==> config.mk <==
export PLATFORM = sky130hd
export DESIGN_NAME = int_alu_rsv_station_flat
export DESIGN_NICKNAME = d
export VERILOG_FILES = /design/src/rtl/int_alu_rsv_station_if.sv /design/src/rtl/int_alu_rsv_station.sv /design/src/flat_wrapper.sv
export SDC_FILE = /design/constraint.sdc
export NUM_CORES = 1
export LEC_CHECK = 0
export CAP_MARGIN = 30
export CORE_UTILIZATION = 35
export CTS_CLUSTER_SIZE = 8
export DETAILED_ROUTE_END_ITERATION = 10
export MAX_ROUTING_LAYER = met4
export SLEW_MARGIN = 20
export SYNTH_ARGS = -nofsm -noshare
export SYNTH_HDL_FRONTEND = slang
export SYNTH_SLANG_ARGS = --single-unit
==> constraint.sdc <==
create_clock -name clk -period 18.06 [get_ports clk]
set_input_delay 1.806 -clock clk [delete_from_list [all_inputs] [get_ports clk]]
set_output_delay 1.806 -clock clk [all_outputs]
set_load 0.02 [all_outputs]
==> src/rtl/int_alu_rsv_station_if.sv <==
// Issue, CDB snoop and dispatch signals of the integer ALU reservation station.
// The slave modport is the station; the master modport is the issue/CDB/ALU side.
interface int_alu_rsv_station_if;
    logic        issue_vld;
    logic [3:0]  issue_opcode;
    logic [4:0]  issue_tag;
    logic        issue_src1_rdy;
    logic [31:0] issue_src1_val;
    logic [4:0]  issue_src1_tag;
    logic        issue_src2_rdy;
    logic [31:0] issue_src2_val;
    logic [4:0]  issue_src2_tag;
    logic [4:0]  issue_shfamt;
    logic        rs_full;
    logic        cdb_vld;
    logic [4:0]  cdb_tag;
    logic [31:0] cdb_dat;
    logic        disp_rdy;
    logic        disp_vld;
    logic [31:0] operand1;
    logic [31:0] operand2;
    logic [4:0]  shf_amt;
    logic [4:0]  tag_out;
    logic [3:0]  alu_opcode;

    modport slave (
        input  issue_vld, issue_opcode, issue_tag,
        input  issue_src1_rdy, issue_src1_val, issue_src1_tag,
        input  issue_src2_rdy, issue_src2_val, issue_src2_tag, issue_shfamt,
        input  cdb_vld, cdb_tag, cdb_dat, disp_rdy,
        output rs_full, disp_vld, operand1, operand2, shf_amt, tag_out, alu_opcode
    );

    modport master (
        output issue_vld, issue_opcode, issue_tag,
        output issue_src1_rdy, issue_src1_val, issue_src1_tag,
        output issue_src2_rdy, issue_src2_val, issue_src2_tag, issue_shfamt,
        output cdb_vld, cdb_tag, cdb_dat, disp_rdy,
        input  rs_full, disp_vld, operand1, operand2, shf_amt, tag_out, alu_opcode
    );
endinterface

==> src/rtl/int_alu_rsv_station.sv <==
// Integer ALU reservation station: DEPTH entries snooping the CDB, lowest-index ready entry dispatched.
// Issue-to-dispatch latency 2 cycles; dispatch register holds while disp_vld && !disp_rdy, issues dropped when full.
module int_alu_rsv_station #(
    parameter int DEPTH = 4
) (
    input  logic                  clk,
    input  logic                  rst,
    input  logic                  flush_i,
    int_alu_rsv_station_if.slave  rs
);
    localparam int IW = (DEPTH > 1) ? $clog2(DEPTH) : 1;

    typedef struct packed {
        logic        vld;
        logic [3:0]  opcode;
        logic [4:0]  tag;
        logic [4:0]  shamt;
        logic        s1_rdy;
        logic [31:0] s1_val;
        logic [4:0]  s1_tag;
        logic        s2_rdy;
        logic [31:0] s2_val;
        logic [4:0]  s2_tag;
    } entry_t;

    entry_t ent_q [DEPTH];
    entry_t ent_d [DEPTH];
    entry_t new_ent;
    entry_t sel_ent;

    logic [DEPTH-1:0] vld_vec;
    logic [DEPTH-1:0] elig_vec;
    logic [IW-1:0]    free_idx;
    logic [IW-1:0]    sel_idx;
    logic             any_elig;
    logic             alloc_en;
    logic             load_en;
    logic             do_load;

    logic        disp_vld_q;
    logic [31:0] operand1_q;
    logic [31:0] operand2_q;
    logic [4:0]  shf_amt_q;
    logic [4:0]  tag_out_q;
    logic [3:0]  alu_opcode_q;

    // Descending scan leaves the lowest matching index in free_idx / sel_idx.
    always_comb begin
        free_idx = '0;
        sel_idx  = '0;
        sel_ent  = '0;
        for (int i = 0; i < DEPTH; i++) begin
            vld_vec[i]  = ent_q[i].vld;
            elig_vec[i] = ent_q[i].vld && ent_q[i].s1_rdy && ent_q[i].s2_rdy;
        end
        for (int i = DEPTH - 1; i >= 0; i--) begin
            if (!vld_vec[i]) begin
                free_idx = IW'(i);
            end
            if (elig_vec[i]) begin
                sel_idx = IW'(i);
                sel_ent = ent_q[i];
            end
        end
        any_elig = |elig_vec;
    end

    assign rs.rs_full = &vld_vec;
    assign alloc_en   = rs.issue_vld && !rs.rs_full && !flush_i;
    assign load_en    = !disp_vld_q || rs.disp_rdy;
    assign do_load    = load_en && any_elig && !flush_i;

    // A source broadcast in the issue cycle is captured directly into the new entry.
    always_comb begin
        new_ent        = '0;
        new_ent.vld    = 1'b1;
        new_ent.opcode = rs.issue_opcode;
        new_ent.tag    = rs.issue_tag;
        new_ent.shamt  = rs.issue_shfamt;
        new_ent.s1_tag = rs.issue_src1_tag;
        new_ent.s2_tag = rs.issue_src2_tag;
        new_ent.s1_rdy = rs.issue_src1_rdy || (rs.cdb_vld && rs.cdb_tag == rs.issue_src1_tag);
        new_ent.s2_rdy = rs.issue_src2_rdy || (rs.cdb_vld && rs.cdb_tag == rs.issue_src2_tag);
        new_ent.s1_val = rs.issue_src1_rdy ? rs.issue_src1_val : rs.cdb_dat;
        new_ent.s2_val = rs.issue_src2_rdy ? rs.issue_src2_val : rs.cdb_dat;
    end

    always_comb begin
        for (int i = 0; i < DEPTH; i++) begin
            ent_d[i] = ent_q[i];
            if (ent_q[i].vld && !ent_q[i].s1_rdy && rs.cdb_vld && rs.cdb_tag == ent_q[i].s1_tag) begin
                ent_d[i].s1_rdy = 1'b1;
                ent_d[i].s1_val = rs.cdb_dat;
            end
            if (ent_q[i].vld && !ent_q[i].s2_rdy && rs.cdb_vld && rs.cdb_tag == ent_q[i].s2_tag) begin
                ent_d[i].s2_rdy = 1'b1;
                ent_d[i].s2_val = rs.cdb_dat;
            end
            if (do_load && sel_idx == IW'(i)) begin
                ent_d[i].vld = 1'b0;
            end
            // The freed slot was valid at cycle start, so it never collides with free_idx.
            if (alloc_en && free_idx == IW'(i)) begin
                ent_d[i] = new_ent;
            end
            if (flush_i) begin
                ent_d[i].vld = 1'b0;
            end
        end
    end

    always_ff @(posedge clk or posedge rst) begin
        if (rst) begin
            for (int i = 0; i < DEPTH; i++) begin
                ent_q[i] <= '0;
            end
            disp_vld_q   <= 1'b0;
            operand1_q   <= '0;
            operand2_q   <= '0;
            shf_amt_q    <= '0;
            tag_out_q    <= '0;
            alu_opcode_q <= '0;
        end else begin
            for (int i = 0; i < DEPTH; i++) begin
                ent_q[i] <= ent_d[i];
            end
            if (flush_i) begin
                disp_vld_q <= 1'b0;
            end else if (load_en) begin
                disp_vld_q <= any_elig;
                if (any_elig) begin
                    operand1_q   <= sel_ent.s1_val;
                    operand2_q   <= sel_ent.s2_val;
                    shf_amt_q    <= sel_ent.shamt;
                    tag_out_q    <= sel_ent.tag;
                    alu_opcode_q <= sel_ent.opcode;
                end
            end
        end
    end

    assign rs.disp_vld   = disp_vld_q;
    assign rs.operand1   = operand1_q;
    assign rs.operand2   = operand2_q;
    assign rs.shf_amt    = shf_amt_q;
    assign rs.tag_out    = tag_out_q;
    assign rs.alu_opcode = alu_opcode_q;
endmodule

==> src/flat_wrapper.sv <==
// flat-port wrapper written by rule: the top's interface ports become plain ports
module int_alu_rsv_station_flat 
#(
    parameter int DEPTH = 4
)
  (clk, rst, flush_i, rs_issue_vld, rs_issue_opcode, rs_issue_tag, rs_issue_src1_rdy, rs_issue_src1_val, rs_issue_src1_tag, rs_issue_src2_rdy, rs_issue_src2_val, rs_issue_src2_tag, rs_issue_shfamt, rs_cdb_vld, rs_cdb_tag, rs_cdb_dat, rs_disp_rdy, rs_rs_full, rs_disp_vld, rs_operand1, rs_operand2, rs_shf_amt, rs_tag_out, rs_alu_opcode);
  int_alu_rsv_station_if rs_i ();
  input  logic clk;
  input  logic rst;
  input  logic flush_i;
  input wire logic [$bits(rs_i.issue_vld)-1:0] rs_issue_vld;
  input wire logic [$bits(rs_i.issue_opcode)-1:0] rs_issue_opcode;
  input wire logic [$bits(rs_i.issue_tag)-1:0] rs_issue_tag;
  input wire logic [$bits(rs_i.issue_src1_rdy)-1:0] rs_issue_src1_rdy;
  input wire logic [$bits(rs_i.issue_src1_val)-1:0] rs_issue_src1_val;
  input wire logic [$bits(rs_i.issue_src1_tag)-1:0] rs_issue_src1_tag;
  input wire logic [$bits(rs_i.issue_src2_rdy)-1:0] rs_issue_src2_rdy;
  input wire logic [$bits(rs_i.issue_src2_val)-1:0] rs_issue_src2_val;
  input wire logic [$bits(rs_i.issue_src2_tag)-1:0] rs_issue_src2_tag;
  input wire logic [$bits(rs_i.issue_shfamt)-1:0] rs_issue_shfamt;
  input wire logic [$bits(rs_i.cdb_vld)-1:0] rs_cdb_vld;
  input wire logic [$bits(rs_i.cdb_tag)-1:0] rs_cdb_tag;
  input wire logic [$bits(rs_i.cdb_dat)-1:0] rs_cdb_dat;
  input wire logic [$bits(rs_i.disp_rdy)-1:0] rs_disp_rdy;
  output wire logic [$bits(rs_i.rs_full)-1:0] rs_rs_full;
  output wire logic [$bits(rs_i.disp_vld)-1:0] rs_disp_vld;
  output wire logic [$bits(rs_i.operand1)-1:0] rs_operand1;
  output wire logic [$bits(rs_i.operand2)-1:0] rs_operand2;
  output wire logic [$bits(rs_i.shf_amt)-1:0] rs_shf_amt;
  output wire logic [$bits(rs_i.tag_out)-1:0] rs_tag_out;
  output wire logic [$bits(rs_i.alu_opcode)-1:0] rs_alu_opcode;
  assign rs_i.issue_vld = rs_issue_vld;
  assign rs_i.issue_opcode = rs_issue_opcode;
  assign rs_i.issue_tag = rs_issue_tag;
  assign rs_i.issue_src1_rdy = rs_issue_src1_rdy;
  assign rs_i.issue_src1_val = rs_issue_src1_val;
  assign rs_i.issue_src1_tag = rs_issue_src1_tag;
  assign rs_i.issue_src2_rdy = rs_issue_src2_rdy;
  assign rs_i.issue_src2_val = rs_issue_src2_val;
  assign rs_i.issue_src2_tag = rs_issue_src2_tag;
  assign rs_i.issue_shfamt = rs_issue_shfamt;
  assign rs_i.cdb_vld = rs_cdb_vld;
  assign rs_i.cdb_tag = rs_cdb_tag;
  assign rs_i.cdb_dat = rs_cdb_dat;
  assign rs_i.disp_rdy = rs_disp_rdy;
  assign rs_rs_full = rs_i.rs_full;
  assign rs_disp_vld = rs_i.disp_vld;
  assign rs_operand1 = rs_i.operand1;
  assign rs_operand2 = rs_i.operand2;
  assign rs_shf_amt = rs_i.shf_amt;
  assign rs_tag_out = rs_i.tag_out;
  assign rs_alu_opcode = rs_i.alu_opcode;
  int_alu_rsv_station #(.DEPTH(DEPTH)) u_core (.clk(clk), .rst(rst), .flush_i(flush_i), .rs(rs_i));
endmodule
After elaboration in Yosys (flattened, before gate mapping)

Cells that the tools add are included.

RAM bits: 0
Bits in registers: 443
Input port bits: 133
Memories: 0
Logic and storage cells: 177
Output and inout bits: 80
Bits in read-only memories: 0
Bits in latches: 0

Mux-type cells: 36
Add/subtract/negate cells: 0
Bitwise logic cells: 1
Eq/ne operators: 16
Div/mod/pow operators: 0
Reductions and logical operators: 78
Magnitude comparators: 0
Multipliers: 0
Shifts and indexed selects: 0

Operator list:

| cell                                          | count |
|---|---|
| 2-to-1 mux 91 bit                             | 4 |
| 2-to-1 mux 90 bit                             | 4 |
| 2-to-1 mux 33 bit                             | 8 |
| 2-to-1 mux 32 bit                             | 2 |
| == test 5 bit                                 | 10 |
| logical AND 1 bit                             | 46 |
| nonzero test 2 bit                            | 9 |
| 2-to-1 mux 2 bit                              | 8 |
| nonzero test 3 bit                            | 4 |
| logical NOT 1 bit                             | 11 |
| 2-to-1 mux 1 bit                              | 10 |
| == test 2 bit, second input constant          | 4 |
| == test 2 x 1 -> 1 bit, second input constant | 2 |
| logical NOT 2 bit                             | 2 |
| AND reduction 4 bit                           | 1 |
| OR reduction 4 bit                            | 1 |
| logical OR 1 bit                              | 3 |
| AND reduction 3 bit                           | 1 |
| inverter 1 bit                                | 1 |

Depth between registers and ports, before layout

Word-level depth: 11
Depth in mapped cells: 9
Depth with buffers taken out: 4

Worst setup path after synthesis

Ideal clock, no wire load.

Path type: input -> register
Start point: input port rs_cdb_tag[0]
End point: register u_core.ent_q[105] in the netlist's numbering
Buffers on the path: 2
Stages: 6
Slack: 14,693 ps
Data arrival time: 3,241 ps
Library setup time: 126 ps
Required time: 17,934 ps
Cells stage by stage: buf_2 > xor2_1 > nor4_1 > a21oi_1 > buf_2 > a221o_1

Longest elaborated chain between the ends: 3

RTL lines:

| item                                | line                       | RTL |
|---|---|---|
| from (decl)                         | flat_wrapper.sv:22         | `input wire logic [$bits(rs_i.cdb_tag)-1:0] rs_cdb_tag;` |
| == test 5 bit                       | int_alu_rsv_station.sv:95  | `if (ent_q[i].vld && !ent_q[i].s2_rdy && rs.cdb_vld && rs.cdb_tag == ent_q[i].s2_tag) begin` |
| logical AND 1 bit                   | int_alu_rsv_station.sv:95  |  |
| nonzero test 2 bit (no source line) | --                         |  |
| to (signal, indexed assignment)     | int_alu_rsv_station.sv:125 | `ent_q[i] <= ent_d[i];` |
| to (decl)                           | int_alu_rsv_station.sv:26  | `entry_t ent_q [DEPTH];` |

No other way between the ends.
A chain may end at the register's enable or synchronous reset.

Worst setup path in the final report

Start point: input port flush_i
End point: register u_core.ent_q[35] in the netlist's numbering

Longest elaborated chain between the ends: 4
Elaborated cells on any way between the ends: 5
Classes of those cells: mux: 1; reduce/logical: 4

RTL lines:

| item                                                           | line                       | RTL |
|---|---|---|
| from (decl)                                                    | flat_wrapper.sv:10         | `input logic flush_i;` |
| logical NOT 1 bit (*)                                          | int_alu_rsv_station.sv:69  | `assign alloc_en = rs.issue_vld && !rs.rs_full && !flush_i;` |
| logical AND 1 bit (*)                                          | int_alu_rsv_station.sv:69  |  |
| logical AND 1 bit (*)                                          | int_alu_rsv_station.sv:103 | `if (alloc_en && free_idx == IW'(i)) begin` |
| 2-to-1 mux 91 bit / nonzero test 2 bit (equally long branches) | --                         |  |

Every way passes the cells marked *; elsewhere a longest branch is shown, timed or not.

==> metrics.yaml <==
outcome: "completed"
yosysWarningCount: 0
final_cells: 2916
critical_path.max_stage_delay_ns: 0.74
count_of_tritonroute_iterations_in_the_first_routing_pass: 5
numCtsBuffers: 61
antenna_violations_before_repair: 8
drv.max_cap_violation_count: 0
critPathLaunchType: "input pin"
worst_supply_voltage_drop_on_vdd_mv: 0.08584
drtAntennaViolNets: 0
period_minus_ws_final_ns: 4.881
syn-cell-area_mm2: 0.02126
synth-async-reset-ratio: 1.000
worst_setup_hold_path_clk_slew_ns: 0.05
skew_ns: 0.03056
cp_data_required_time_ns: 18.59
power.density_mw_per_mm2: 123.1
critPathArrivalTime_ns: 5.41
comb_power_share: 0.252
cpMaxStageDelayCell: "sky130_fd_sc_hd__a22o_1"
hold_path_class: "reg2reg"
final_min_period_over_clock_period: 0.2703
finalNetCount: 2265
clkLatencyLatePin_ns: 0.62
drc: 0
via_count_of_the_first_global_routing_pass: 18670
number_of_enable_flip_flop_cells_after_synthesis: 0
wl_per_cell_um: 26.30
synth_cell_type_count: 53
finalHoldViolCount: 0
clock_tree.buffer_depth: 3
critPathMaxFanout: 32
tritoncts_num_sinks: 443
finalSetupViolCount: 0
final_common_cell: "sky130_fd_sc_hd__dfrtp_1"
p_sw_frac: 0.3125
drt_first_iter_violations: 1865
gp_congestion: 0.8189
grt_usage: 0.2507
max-slew-margin-rel: 0.3341
clock_power_share: 0.318
final-max-slew-violation-count: 0
cts_root_buffer: "sky130_fd_sc_hd__clkbuf_16"
final_layout_size_suffix_gt1_frac: 0.09789
post_cts_sizing: 0
setup_repair_after_global_routing_missed_its_margin: "false"
worst_pin_slew_ns: 0.9964
internal_power_mw: 2.199
critical_path.most_common_cell: "sky130_fd_sc_hd__buf_4"
ys_seq_elements: 443
cts_tree: "built"
timing.critical_path.to_type: "flip-flop"
placeableCoreArea_mm2: 0.05946
cts_setup_buffers: 0
num_rows: 89
synth_fp_nets: 2168
floorplan.die_area_mm2: 0.06173
routed_via_density: 6.261
wire_length_of_the_first_global_routing_pass_um: 117300
post_syn_instances: 2035
cp_cell_sequence: "clkdlybuf4s50_1, nand4b_4, nor2_4, buf_4, a22o_1, buf_4, a221o_1"
setup_tns_ns: 0
ys_seq_area_frac: 0.5214
start_util: 0.3575
cts.hold.buffers_added: 0
grt-ovfl-total: 0
layout.cells.most_common_list: "sky130_fd_sc_hd__dfrtp_1, sky130_fd_sc_hd__nand2_1, sky130_fd_sc_hd__clkdlybuf4s50_1"
postSynth.topFlopCell: "sky130_fd_sc_hd__dfrtp_1"
pwr-share-seq: 0.430
areaGrowthSynthToFinish_pct: 22.16
power.switching_uw: 999.4
htreeDepth: 2
vias: 18260
fp.dieH_um: 248.5
cp_top_family: "buffers and inverters"
worst_path_buf_inv: 3
dp.cells: 2838
io_buffer_count: 212
type_of_the_worst_setup_path: "in2reg"
power.leakage_nw: 11.44
io_pins: 213
dp_hpwl_um: 46100
chipWidth_um: 248.5
maximum_number_of_pins_on_one_net_before_global_route_repair: 173
fmaxAchievable_mhz: 204.9
mean_instance_size_in_the_synthesized_netlist_um2: 10.45
wirelength_um: 76690
[cell type report]
class,instances,area [µm²]
inverters,10,45.04
flip-flops and latches,443,11090
fillers,5546,33490
clock inverters,4,46.29
repair buffers,265,2854
well taps,773,967.2
clock buffers,62,1540
diodes,8,20.02
multi-input cells,1351,9413
[power by group through the flow]
stage / clock network, mW / logic [mW] / registers (mW)
6_report: 1.02 / 0.807 / 1.37
5_1_grt: 1.07 / 0.866 / 1.40
4_1_cts: 1.03 / 0.807 / 1.37
3_5_place_dp: 0 / 0.805 / 1.38
3_3_place_gp: 0 / 0.776 / 1.38
2_1_floorplan: 0 / 0.378 / 1.43
[path summary, 6_finish.rpt]
path / startpoint / to / slack (ns) / cells past startpoint
min reg2reg: u_core.ent_q[167] / u_core.ent_q[167] / 0.48 / 2
min in group asynchronous: rst / u_core.rs.operand1[7] / 1.70 / 2
max: flush_i / u_core.ent_q[35] / 13.18 / 7
min: u_core.ent_q[167] / u_core.ent_q[167] / 0.48 / 2
max in group asynchronous: rst / u_core.ent_q[277] / 13.95 / 6
max reg2reg: u_core.ent_q[363] / u_core.ent_q[35] / 14.44 / 6
[sequential cells by signal, indices dropped and copies added, names as in the netlist]
register and flops:
u_core.ent_q 364, u_core.rs.alu_opcode 4, u_core.rs.disp_vld 1, u_core.rs.operand1 32, u_core.rs.operand2 32, u_core.rs.shf_amt 5, u_core.rs.tag_out 5
[routing by layer]
layer,track usage,part of all wire
met2,0.3913,0.47
met1,0.3251,0.42
met5,-,0
met3,0.05213,0.082
met4,0.08075,0.026
[cells by family after synthesis]
logic type             synth area share
AO/OA/AOI/OAI                    0.2476
AND/OR/NAND/NOR                  0.1304
flip-flops                       0.5214
buffers and inverters           0.04737
multiplexers                    0.03260
XOR/XNOR                        0.02060
[Yosys cell counts (all sizes together), types with 5 or more instances]
master  number  area, µm²
mux2        10      112.6
o21ai       83      415.4
clkbuf     127      478.0
o31ai       80      600.6
nand2      321       1205
inv         10      37.54
xnor2       12      105.1
nor2        55      206.5
xor2        38      332.8
o22ai      110      688.2
mux2i       58      580.6
nand2b      37      231.5
a221oi      80      700.7
nor4         9      75.08
buf        104      491.7
a21oi       29      145.1
nand3b       6      45.04
and2        64      400.4
a221o      208       2082
o221a       43      484.2
a211oi       5      37.54
dfrtp      443      11090
and3        63      394.1
[through the flow]
step / hold slack [ns] / area [µm²] / utilization / total power [mW] / setup slack (ns)
2_1_floorplan: 0.4457 / 21260 / - / 1.809 / 3.910
3_3_place_gp: 0.4567 / 23870 / 0.4014 / 2.151 / 12.73
3_5_place_dp: 0.4623 / 24270 / 0.4081 / 2.190 / 12.62
4_1_cts: 0.4744 / 25860 / 0.4348 / 3.208 / 13.27
5_1_grt: 0.4911 / 25970 / 0.4368 / 3.333 / 13.08
6_report: 0.4761 / 25970 / 0.4368 / 3.198 / 13.18
[tightest hold or removal path: stages, from the launching register on]
cell and delay (ns):
sky130_fd_sc_hd__dfrtp_1 0.34, sky130_fd_sc_hd__nand2_1 0.05, sky130_fd_sc_hd__nand2_1 0.06
Power figures use the tool's default switching activity.
